[src/rtl/attribute_collector.sv]
// Attribute collector: arms the XML attribute parser, gathers finished
// (type, value) pairs into a per-element record and hands the record to
// the layout stage over a valid/ready handshake when the element closes.
module attribute_collector #(
    parameter int unsigned TYPE_W  = 4,
    parameter int unsigned VAL_W   = 32,
    parameter int unsigned NUM_ATT = 11
) (
    input  logic                     clock,
    input  logic                     resetn,
    input  logic                     elem_start,
    input  logic                     elem_end,
    input  logic                     attr_req,
    output logic                     att_enable,
    input  logic                     att_done,
    input  logic [TYPE_W-1:0]        att_type,
    input  logic [VAL_W-1:0]         att_value,
    output logic                     rec_valid,
    input  logic                     rec_ready,
    output logic [NUM_ATT*VAL_W-1:0] rec_fields,
    output logic [NUM_ATT-1:0]       rec_mask,
    output logic                     err,
    output logic [1:0]               err_code,
    output logic                     busy
);

    typedef enum logic [2:0] {StIdle, StOpen, StAttr, StRearm, StHold} state_e;

    localparam logic [1:0] ErrBadType  = 2'd1;
    localparam logic [1:0] ErrMidAttr  = 2'd2;
    localparam logic [1:0] ErrStartBsy = 2'd3;

    state_e                     state_q, state_d;
    logic [NUM_ATT*VAL_W-1:0]   fields_q, fields_d;
    logic [NUM_ATT-1:0]         mask_q, mask_d;
    logic                       err_q, err_d;
    logic [1:0]                 err_code_q, err_code_d;
    logic                       att_enable_q, rec_valid_q, busy_q;
    logic [NUM_ATT-1:0]         slot_sel;

    // One-hot slot decode of the parser type code; all-zero means an invalid type.
    always_comb begin
        slot_sel = '0;
        for (int k = 0; k < NUM_ATT; k++) begin
            slot_sel[k] = (att_type == TYPE_W'(k + 1));
        end
    end

    // Next-state, record update and error generation.
    always_comb begin
        state_d    = state_q;
        fields_d   = fields_q;
        mask_d     = mask_q;
        err_d      = 1'b0;
        err_code_d = 2'd0;
        unique case (state_q)
            StIdle: begin
                if (elem_start) begin
                    state_d  = StOpen;
                    fields_d = '0;
                    mask_d   = '0;
                end
            end
            StOpen: begin
                if (elem_start) begin
                    err_d      = 1'b1;
                    err_code_d = ErrStartBsy;
                    fields_d   = '0;
                    mask_d     = '0;
                end else if (elem_end) begin
                    state_d = StHold;
                end else if (attr_req) begin
                    state_d = StAttr;
                end
            end
            StAttr: begin
                if (elem_end && !att_done) begin
                    // Partial attribute is dropped; this error outranks a concurrent restart.
                    err_d      = 1'b1;
                    err_code_d = ErrMidAttr;
                    state_d    = StHold;
                end else if (elem_start) begin
                    err_d      = 1'b1;
                    err_code_d = ErrStartBsy;
                    fields_d   = '0;
                    mask_d     = '0;
                    state_d    = StOpen;
                end else if (att_done) begin
                    if (|slot_sel) begin
                        for (int k = 0; k < NUM_ATT; k++) begin
                            if (slot_sel[k]) begin
                                fields_d[k*VAL_W +: VAL_W] = att_value;
                                mask_d[k]                  = 1'b1;
                            end
                        end
                    end else begin
                        err_d      = 1'b1;
                        err_code_d = ErrBadType;
                    end
                    // Closing the element in the commit cycle skips the rearm gap.
                    state_d = elem_end ? StHold : StRearm;
                end
            end
            StRearm: begin
                if (elem_start) begin
                    err_d      = 1'b1;
                    err_code_d = ErrStartBsy;
                    fields_d   = '0;
                    mask_d     = '0;
                    state_d    = StOpen;
                end else if (elem_end) begin
                    state_d = StHold;
                end else begin
                    state_d = StOpen;
                end
            end
            StHold: begin
                // A new tag while a record is pending is flagged and dropped.
                if (elem_start) begin
                    err_d      = 1'b1;
                    err_code_d = ErrStartBsy;
                end
                if (rec_ready) begin
                    state_d = StIdle;
                end
            end
            default: state_d = StIdle;
        endcase
    end

    // State, record and registered outputs.
    always_ff @(posedge clock or negedge resetn) begin
        if (!resetn) begin
            state_q      <= StIdle;
            fields_q     <= '0;
            mask_q       <= '0;
            err_q        <= 1'b0;
            err_code_q   <= 2'd0;
            att_enable_q <= 1'b0;
            rec_valid_q  <= 1'b0;
            busy_q       <= 1'b0;
        end else begin
            state_q      <= state_d;
            fields_q     <= fields_d;
            mask_q       <= mask_d;
            err_q        <= err_d;
            err_code_q   <= err_code_d;
            att_enable_q <= (state_d == StAttr);
            rec_valid_q  <= (state_d == StHold);
            busy_q       <= (state_d != StIdle);
        end
    end

    assign att_enable = att_enable_q;
    assign rec_valid  = rec_valid_q;
    assign rec_fields = fields_q;
    assign rec_mask   = mask_q;
    assign err        = err_q;
    assign err_code   = err_code_q;
    assign busy       = busy_q;

endmodule

[config.mk]
export PLATFORM = sky130hd
export DESIGN_NAME = attribute_collector
export DESIGN_NICKNAME = d
export VERILOG_FILES = /design/src/rtl/attribute_collector.sv
export SDC_FILE = /design/constraint.sdc
export NUM_CORES = 1
export LEC_CHECK = 0
export ABC_AREA = 1
export ABC_CLOCK_PERIOD_IN_PS = 1780
export BUFFER_PORTS_ARGS = -buffer_cell sky130_fd_sc_hd__buf_2
export CORE_MARGIN = 4
export CORE_UTILIZATION = 55
export CTS_BUF_LIST = sky130_fd_sc_hd__clkbuf_8
export DETAILED_ROUTE_END_ITERATION = 7
export GPL_ROUTABILITY_DRIVEN = 0
export GPL_TIMING_DRIVEN = 0
export PLACE_DENSITY = 0.87
export SLEW_MARGIN = 20
export SYNTH_ARGS = -nofsm -noshare
export SYNTH_HDL_FRONTEND = slang
export SYNTH_SLANG_ARGS = --single-unit
[constraint.sdc]
create_clock -name clock -period 1.78 [get_ports clock]
set_input_delay 0.089 -clock clock [delete_from_list [all_inputs] [get_ports clock]]
set_output_delay 0.089 -clock clock [all_outputs]
set_load 0.05 [all_outputs]
* Yosys cells after proc, flatten, opt, wreduce, memory -nomap -nowiden
Index checks and enable logic that the tools add are counted.
W data, S select, Z words.
** Word-level totals
- Bits in registers :: 372
- Output and inout port bits :: 369
** Cells by class
- Equal/unequal tests :: 32
- Multiplexer cells :: 58
- Reduce and logical (&&, ||, !) cells :: 19
** Operators with widths (number)
- $mux W352 :: 5
- $pmux W352 S2 :: 1
- $mux W32 :: 11
- $reduce_and A6 Y1 :: 11
- $mux W11 :: 5
- $ne A3 B3 Y1 const B :: 13
- $mux W3 :: 11
- $pmux W11 S2 :: 1
- $mux W1 :: 18
- $eq A4 B3 Y1 const B :: 4
- $eq A4 B4 Y1 const B :: 4
- $pmux W3 S5 :: 1
- $reduce_or A11 Y1 :: 1
- $eq A3 B2 Y1 const B :: 3
- $eq A4 B2 Y1 const B :: 2
- $eq A3 B3 Y1 const B :: 2
- $mux W2 :: 3
- $reduce_or A3 Y1 :: 2
- $eq A4 B1 Y1 const B :: 1
- $pmux W2 S2 :: 1
- $eq A3 B1 Y1 const B :: 1
- $logic_not A3 Y1 :: 1
- $reduce_bool A3 Y1 :: 1
- $ne A2 B1 Y1 const B :: 1
- 5 further kinds :: 5

* Depth between registers and ports, before layout
Gate-level depths: netlist of run 1.
- Word-level depth :: 7
- Gate-level depth with buffers :: 9

* Worst setup path after synthesis of run 1
Ideal clock, no wire load.
- Path type :: flip-flop to flip-flop
- From :: register state_q[2]
- To :: register fields_q[215], in the netlist rec_fields[215]
- Arrival time :: 1.442 ns
- Required time :: 1.661 ns
- Slack :: 0.218 ns
- Cell stages (with the launch flop) :: 10
- Buffers on the path :: 3
- Cell sequence :: dfrtp_1 > inv_2 > nand3_2 > nor2_4 > nand2_2 > buf_4 > buf_2 > buf_2 > nand4_1 > nand2_1
** On the way
- Longest elaborated chain between the ends :: 4
- Elaborated cells between the ends (all ways) :: 13
** Ends and longest elaborated chain
- start: declaration :: line 33 : state_e state_q, state_d;
- start signal: assignment :: line 134 : state_q <= StIdle;
- start signal: assignment :: line 143 : state_q <= state_d;
- $eq A3 B2 Y1, or another cell as far along :: line 56 : unique case (state_q)
- $reduce_or A3 Y1 (no line)
- $ne A2 B1 Y1 (no line) or $reduce_bool A2 Y1 (tied branches)
- $reduce_and A6 Y1 (no line)
- end signal: assignment :: line 144 : fields_q <= fields_d;
- end: declaration :: line 34 : logic [NUM_ATT*VAL_W-1:0] fields_q, fields_d;
Parallel ways exist; a longest one is shown, timed or not.
A chain may end at the register's enable or synchronous reset.

* Worst setup path in the final report of run 1
- From :: register state_q[1]
- To :: register fields_q[176], in the netlist rec_fields[176]
The elaborated chain is that of the path after synthesis.

==> results of run 1 <==
-- where the power goes --
part | switching (mW) | internal (mW) | leakage [nW] | total, mW
sequential | 0.387 | 9.01 | 5.14 | 9.40
combinational | 4.17 | 1.39 | 6.95 | 5.56
clock | 3.45 | 4.22 | 0.701 | 7.68
total | 8.01 | 14.6 | 12.8 | 22.6
-- cells by family (layout without fill, tap and decap cells) --
| kind of cell | after synthesis | count (layout) |
|---|---|---|
| buf+inv | 208 | 793 |
| flops | 372 | 372 |
| compound gates | 4 | 4 |
| simple gates | 1233 | 1233 |
-- routing by layer --
layer	wire length, microns	up-vias	share of wire [%]	global-route usage [%]
li1	-	7209	-	-
met1	22210	8070	34	46.79
met2	29940	1384	46	61.66
met3	8174	358	13	10.25
met4	4714	0	7.2	22.03
met5	0	-	0	0
-- flip-flops by register name (all words and copies together) (netlist names) --
| register | cells |
|---|---|
| att_enable | 1 |
| busy | 1 |
| err | 1 |
| err_code | 2 |
| rec_fields | 352 |
| rec_mask | 11 |
| rec_valid | 1 |
| state_q | 3 |
-- worst max-delay path: stages (launching register included) --
cell	delay (ns)
sky130_fd_sc_hd__dfrtp_2	0.44
sky130_fd_sc_hd__inv_2	0.07
sky130_fd_sc_hd__nor2_4	0.20
sky130_fd_sc_hd__nor2_4	0.09
sky130_fd_sc_hd__buf_4	0.18
sky130_fd_sc_hd__nor2_1	0.20
sky130_fd_sc_hd__buf_4	0.28
sky130_fd_sc_hd__nand4_1	0.22
sky130_fd_sc_hd__nand2_1	0.12
-- worst max path at each step --
| stage | startpoint | to | slack (ns) | depth (start not counted) |
|---|---|---|---|---|
| detailed placement | state_q[2]$_DFF_PN0_ | rec_fields[187]$_DFFE_PN0P_ | -0.34 | 8 |
| global route | state_q[1]$_DFF_PN0_ | rec_fields[175]$_DFFE_PN0P_ | -0.1 | 8 |
| global placement | resetn | state_q[0]$_DFF_PN0_ | -6.22 | 1 |
| CTS | state_q[0]$_DFF_PN0_ | rec_fields[102]$_DFFE_PN0P_ | -0.03 | 8 |
| finish | state_q[1]$_DFF_PN0_ | rec_fields[176]$_DFFE_PN0P_ | -0.08 | 8 |
| floorplan | state_q[2]$_DFF_PN0_ | rec_fields[215]$_DFFE_PN0P_ | 0.22 | 9 |
-- synth_stat cells, drive strengths merged --
library cell  instances
a21oi                 1
buf                 164
clkbuf               24
dfrtp               372
inv                  20
nand2               798
nand3                20
nand4               363
nor2                 49
nor3                  2
o21ai                 3
or2                   1
-- through the flow --
step           util (%)  hold WS (ns)  std cells
4_1_cts           71.92       0.01568       2768
3_3_place_gp      64.63        0.4372       2612
2_1_floorplan         -       -0.2066       1817
3_5_place_dp      64.95        0.1435       2615
6_report          74.64        0.1114       2786
5_1_grt           74.64        0.1402       2786
-- timing repair --
item / 4_1_cts / 5_1_grt
endpoints found under the hold margin: 124 / 0
pin swaps: 9 / 13
hold buffers: 39 / 0
setup endpoints to repair: 332 / 345
gates cloned: 0 / 8
gates resized for setup: 87 / 248
setup buffers: 10 / 10
-- cell type report --
cell class / instances / area, sq um
flip-flops and latches: 372 / 9311
fillers: 1965 / 7298
clock inverters: 25 / 161.4
plain buffers: 188 / 1604
multi-input cells: 1237 / 5916
clock buffers: 79 / 1087
inverters: 20 / 77.57
repair buffers: 481 / 2844
well taps: 384 / 480.5
==> implementation parameters, run 1 <==
Parameter                              Value

Drt
  Wire length reported by the detailed router    65040 microns
  Length of the first detailed-routing pass in iterations    8
  Detail-routed net length per standard cell    23.35 microns
  Via density per instance    6.109
  Starting DRC count in detailed routing    2096
  # DRC    0
  Count of vias placed by the detailed router    17020
  ANT nets after route    0

Die
  Die Height    178.9 microns
  Rows    62
  Starting Density    55.81%
  Core Box Area    0.02878 sq mm
  Total I/O pin count    412
  Width of the die    178.9 microns
  Die Outline Area    0.03200 sq mm

Timing
  Worst Tran Pin Value    0.7005 ns
  Accumulated negative setup slack    -0.7391 ns
  Period minus WS final    1.862 ns
  Worst Clk Skew    0.02086 ns
  Number of hold violations in the final report    0
  Number of setup violations in the final report    31
  Unrepaired setup endpoints after global routing    true
  Max_slew headroom    53.30%
  Fmax    537.2 MHz
  Worst Slack Setup Final    -0.08161 ns
  Final worst-path cycle share    104.6%
  Slew Limit Fails    0

Clock network
  Number of buffers created by CTS    59
  Worst-path clk slew    0.06 ns
  Total number of H-tree levels    2
  CTS max path bufs    3
  TritonCTS clock tree    done
  Clock latency reported for the late side of the worst-skew pair    0.60 ns
  Root buf cell    sky130_fd_sc_hd__clkbuf_8
  Number of clock sinks    372

Critical path
  Register-to-Register Path Depth    8
  Element type at the critical path end    register
  Biggest fanout along the worst timing path    10
  CP required    2.31 ns
  Flop-to-flop setup slack    -0.08 ns
  Classification of the worst setup path    reg2reg
  Reg-to-reg critical path startpoint    state_q[1]$_DFF_PN0_
  Critical path launch point type    register
  Arrival @ worst endpoint    2.39 ns
  Reg2Reg Capture Point    rec_fields[176]$_DFFE_PN0P_

Layout
  Total number of nets in the final design    2402
  Layout cells sized above 1    31.68%
  Antenna Diode Count    0
  Post-Layout Inst Area    0.02148 sq mm
  Most common library cell in the layout ignoring fill and taps    sky130_fd_sc_hd__nand2_1
  Layout area overhead    33.74%
  Commonest cells after routing, fill and taps aside    778 x sky130_fd_sc_hd__nand2_1, 436 x sky130_fd_sc_hd__buf_2, 370 x sky130_fd_sc_hd__dfrtp_1

Place
  Pre-CTS setup slack    -0.3361 ns
  Area after DPL    0.01869 sq mm
  Placed wire-length estimate    43680 microns
  Port Buffer Count    411

Pwr
  Ratio of total power to cell area    1054 mW/mm^2
  Static leakage power    12.79 nW
  Overall power    22.64 mW
  Worst IR drop on VDD    0.7015 mV

Global route
  Via count of the first global-routing pass    16000
  Overflow left after global routing    0
  Global-route wire length before repair    92660 microns
  Pin count of the biggest net entering global routing    107
  Total GRT Usage    38.32%
  Number of antenna violations at the first check in global routing    0

Yosys
  Dominant cell type by area after synthesis    sky130_fd_sc_hd__dfrtp_1
  Yosys warnings    0
  Fraction of post-synthesis cell area in the top cell type by area    57.95%
  Synth Cell Area    0.01606 sq mm
  Share of synthesized area spent on multiplexers    0%
  Post-synthesis area per instance    8.840 sq um
  Adder-cell share of the synthesized area    0%
  Synth Area in Compound Gates    0.1246%
  Area fraction in and, or, nand and nor cells after synthesis    35.29%
  Post-Synthesis Cells    1817
  Area contributors post-synth    sky130_fd_sc_hd__dfrtp_1 58%, sky130_fd_sc_hd__nand2_1 18%, sky130_fd_sc_hd__nand4_1 14%, sky130_fd_sc_hd__buf_2 3.3%, sky130_fd_sc_hd__buf_4 1.4%
  Portion of the post-synthesis area used by sequential elements    57.95%
  Total nets after synthesis    1860
  Largest family of logic cells by synthesized area    simple AND/OR/NAND/NOR gates
  Synthesis-stage register bit count    372
  Count of different cell masters after synthesis    21
  Area share of xor/xnor cells in the synthesized design    0%

Job
  # Max-Cap Violations    0

Hold path
  Class of the tightest hold or removal check    in2async

Outcome
  Result of the run    complete, but fails checks
  Violated checks    setup timing
No activity file was read; power rests on OpenSTA's default activity.
==> inputs of run 2 (changes only) <==
--- a/config.mk
+++ b/config.mk
@@ -8,6 +8,7 @@
 export ABC_AREA = 1
 export ABC_CLOCK_PERIOD_IN_PS = 1780
 export BUFFER_PORTS_ARGS = -buffer_cell sky130_fd_sc_hd__buf_2
+export CORE_ASPECT_RATIO = 0.9
 export CORE_MARGIN = 4
 export CORE_UTILIZATION = 55
 export CTS_BUF_LIST = sky130_fd_sc_hd__clkbuf_8
==> run 2 against run 1 <==
- the run still ends with setup timing left
- register-to-register slack is essentially flat
- setup slack got worse by 0.0023 ns
- core utilization is 0.19 points higher
==> implementation parameters, run 2 (synthesized netlist as in run 1, its figures left out) <==
Parameter                              Value

Timing
  Max_slew headroom    54.65% (was 53.30%)
  Worst Tran Pin Value    0.6803 ns (was 0.7005 ns)
  Period minus WS final    1.864 ns (was 1.862 ns)
  Worst Clk Skew    0.01409 ns (was 0.02086 ns)
  Slew Limit Fails    0 (unchanged)
  Fmax    536.5 MHz (was 537.2 MHz)
  Number of setup violations in the final report    159 (was 31)
  Worst Slack Setup Final    -0.08392 ns (was -0.08161 ns)
  Final worst-path cycle share    104.7% (was 104.6%)
  Unrepaired setup endpoints after global routing    true (unchanged)
  Number of hold violations in the final report    0 (unchanged)

Die
  Rows    59 (was 62)
  Die Height    170.1 microns (was 178.9 microns)
  Total I/O pin count    412 (unchanged)
  Starting Density    55.65% (was 55.81%)
  Width of the die    188.1 microns (was 178.9 microns)
  Core Box Area    0.02886 sq mm (was 0.02878 sq mm)
  Die Outline Area    0.03201 sq mm (was 0.03200 sq mm)

Clock network
  Clock latency reported for the late side of the worst-skew pair    0.60 ns (about the same)
  CTS max path bufs    3 (unchanged)
  Root buf cell    sky130_fd_sc_hd__clkbuf_8 (unchanged)
  Worst-path clk slew    0.06 ns (about the same)
  Number of clock sinks    372 (unchanged)
  Total number of H-tree levels    2 (unchanged)
  TritonCTS clock tree    done (unchanged)
  Number of buffers created by CTS    58 (was 59)

Critical path
  Dominant cell type by count on the critical path    sky130_fd_sc_hd__nor2_4
  Worst path max stage delay    0.43 ns (was 0.44 ns)
  Buf/Inv on CP    3 (unchanged)
  Element type at the critical path end    register (unchanged)
  Biggest fanout along the worst timing path    10 (unchanged)
  Critical path launch point type    register (unchanged)
  Classification of the worst setup path    reg2reg (unchanged)
  Cell breakdown of the critical path    inv_2 > nor2_4 > nor2_4 > buf_2 > nor2_1 > buf_4 > nand4_1 > nand2_1 (was inv_2 > nor2_4 > nor2_4 > buf_4 > nor2_1 > buf_4 > nand4_1 > nand2_1)
  CP required    2.31 ns (about the same)
  Critical-path cell with the highest stage delay    sky130_fd_sc_hd__dfrtp_2 (unchanged)
  Arrival @ worst endpoint    2.40 ns (was 2.39 ns)
  Cell family with most CP delay    simple AND/OR/NAND/NOR gates (unchanged)

Place
  Pre-CTS setup slack    -0.3035 ns (was -0.3361 ns)
  Number of instances in the placed design    2628 (was 2615)
  Port Buffer Count    411 (unchanged)
  Placed wire-length estimate    43840 microns (was 43680 microns)
  Area after DPL    0.01874 sq mm (was 0.01869 sq mm)

Pwr
  Worst IR drop on VDD    0.6440 mV (was 0.7015 mV)
  Ratio of total power to cell area    1048 mW/mm^2 (was 1054 mW/mm^2)
  Static leakage power    12.85 nW (was 12.79 nW)

Drt
  Starting DRC count in detailed routing    2113 (was 2096)
  Detail-routed net length per standard cell    23.63 microns (was 23.35 microns)
  Wire length reported by the detailed router    66350 microns (was 65040 microns)
  Via density per instance    6.159 (was 6.109)
  Count of vias placed by the detailed router    17290 (was 17020)
  Length of the first detailed-routing pass in iterations    6 (was 8)
  ANT nets after route    0 (unchanged)
  # DRC    0 (unchanged)

Layout
  Total number of nets in the final design    2410 (was 2402)
  Antenna Diode Count    0 (unchanged)
  Max reg flops    352 (unchanged)
  Post-Layout Inst Area    0.02160 sq mm (was 0.02148 sq mm)
  Layout Cells excl Fill    2808 (was 2786)
  Multi-input gate area in the final layout    0.005908 sq mm (was 0.005916 sq mm)
  Fill count    1949 (was 1965)
  Layout cells sized above 1    31.43% (was 31.68%)
  Most common library cell in the layout ignoring fill and taps    sky130_fd_sc_hd__nand2_1 (unchanged)
  Sequential cell area    0.009310 sq mm (was 0.009311 sq mm)
  Layout area overhead    34.47% (was 33.74%)
  Commonest cells after routing, fill and taps aside    784 x sky130_fd_sc_hd__nand2_1, 442 x sky130_fd_sc_hd__buf_2, 371 x sky130_fd_sc_hd__dfrtp_1 (was 778 x sky130_fd_sc_hd__nand2_1, 436 x sky130_fd_sc_hd__buf_2, 370 x sky130_fd_sc_hd__dfrtp_1)

Global route
  Via count of the first global-routing pass    16670 (was 16000)
  Overflow left after global routing    0 (unchanged)
  Number of antenna violations at the first check in global routing    0 (unchanged)
  Global-route wire length before repair    97030 microns (was 92660 microns)
  Total GRT Usage    39.41% (was 38.32%)
  Pin count of the biggest net entering global routing    107 (unchanged)

Outcome
  Result of the run    complete, but fails checks (unchanged)
  Violated checks    setup timing (unchanged)

Hold path
  Class of the tightest hold or removal check    in2async (unchanged)

Job
  # Max-Cap Violations    0 (unchanged)
[run 2: worst paths after layout]
path	to	depth (start not counted)	slack, ns	from
worst max-delay path	rec_fields[178]$_DFFE_PN0P_	8	-0.08	state_q[1]$_DFF_PN0_
worst min-delay path	rec_fields[300]$_DFFE_PN0P_	3	0.08	resetn
min in group clock	rec_fields[185]$_DFFE_PN0P_	6	0.08	elem_start
worst min register to register	rec_fields[124]$_DFFE_PN0P_	2	0.47	rec_fields[124]$_DFFE_PN0P_
worst max register to register	rec_fields[178]$_DFFE_PN0P_	8	-0.08	state_q[1]$_DFF_PN0_
max in group asynchronous	att_enable$_DFF_PN0_	4	0.88	resetn
[run 2: worst register-to-register path, cell delays in order (launching register included)]
cell and delay [ns]:
sky130_fd_sc_hd__dfrtp_2 0.43, sky130_fd_sc_hd__inv_2 0.08, sky130_fd_sc_hd__nor2_4 0.14, sky130_fd_sc_hd__nor2_4 0.07, sky130_fd_sc_hd__buf_2 0.18, sky130_fd_sc_hd__nor2_1 0.23
sky130_fd_sc_hd__buf_4 0.31, sky130_fd_sc_hd__nand4_1 0.23, sky130_fd_sc_hd__nand2_1 0.12
[run 2: layout make-up]
class / count / area share [%]
buffer: 188 / 7.525
clock buffer: 74 / 4.715
clock inverter: 31 / 1.031
inverter: 20 / 0.3476
multi-input combinational: 1237 / 27.35
sequential: 372 / 43.10
tap: 396 / 2.294
timing repair buffer: 490 / 13.63
[run 2: report_power, final]
group | switching, mW | internal (mW)
clock | 3.50 | 4.17
sequential | 0.387 | 9.01
combinational | 4.19 | 1.38
total | 8.08 | 14.6
[run 2: per-stage QoR]
stage	TNS, ns	util (%)	power, mW	hold slack [ns]
floorplan	0	-	12.81	-0.2066
global placement	-2371.70	64.49	14.32	0.4223
detailed placement	-58.33	64.91	14.46	-0.005767
CTS	-0.01867	72.10	22.18	0.01575
global route	-10.30	74.83	23.25	0.08653
finish	-4.849	74.83	22.64	0.07680
[run 2: metal layers]
| metal | track usage, % | routed length (microns) | vias to the layer above |
|---|---|---|---|
| met1 | 47.53 | 22500 | 8176 |
| met2 | 64.86 | 30750 | 1536 |
| met4 | 21.89 | 4615 | 0 |
| met3 | 10.83 | 8489 | 376 |
| li1 | - | - | 7206 |
| met5 | 0 | 0 | - |
[run 2: timing repair]
action | CTS | global route
endpoints found under the hold margin | 272 | 0
hold buffers | 41 | 0
gates cloned | 0 | 7
gates resized for setup | 103 | 231
pin swaps | 9 | 6
buffers inserted | 11 | 16
setup endpoints to repair | 346 | 344
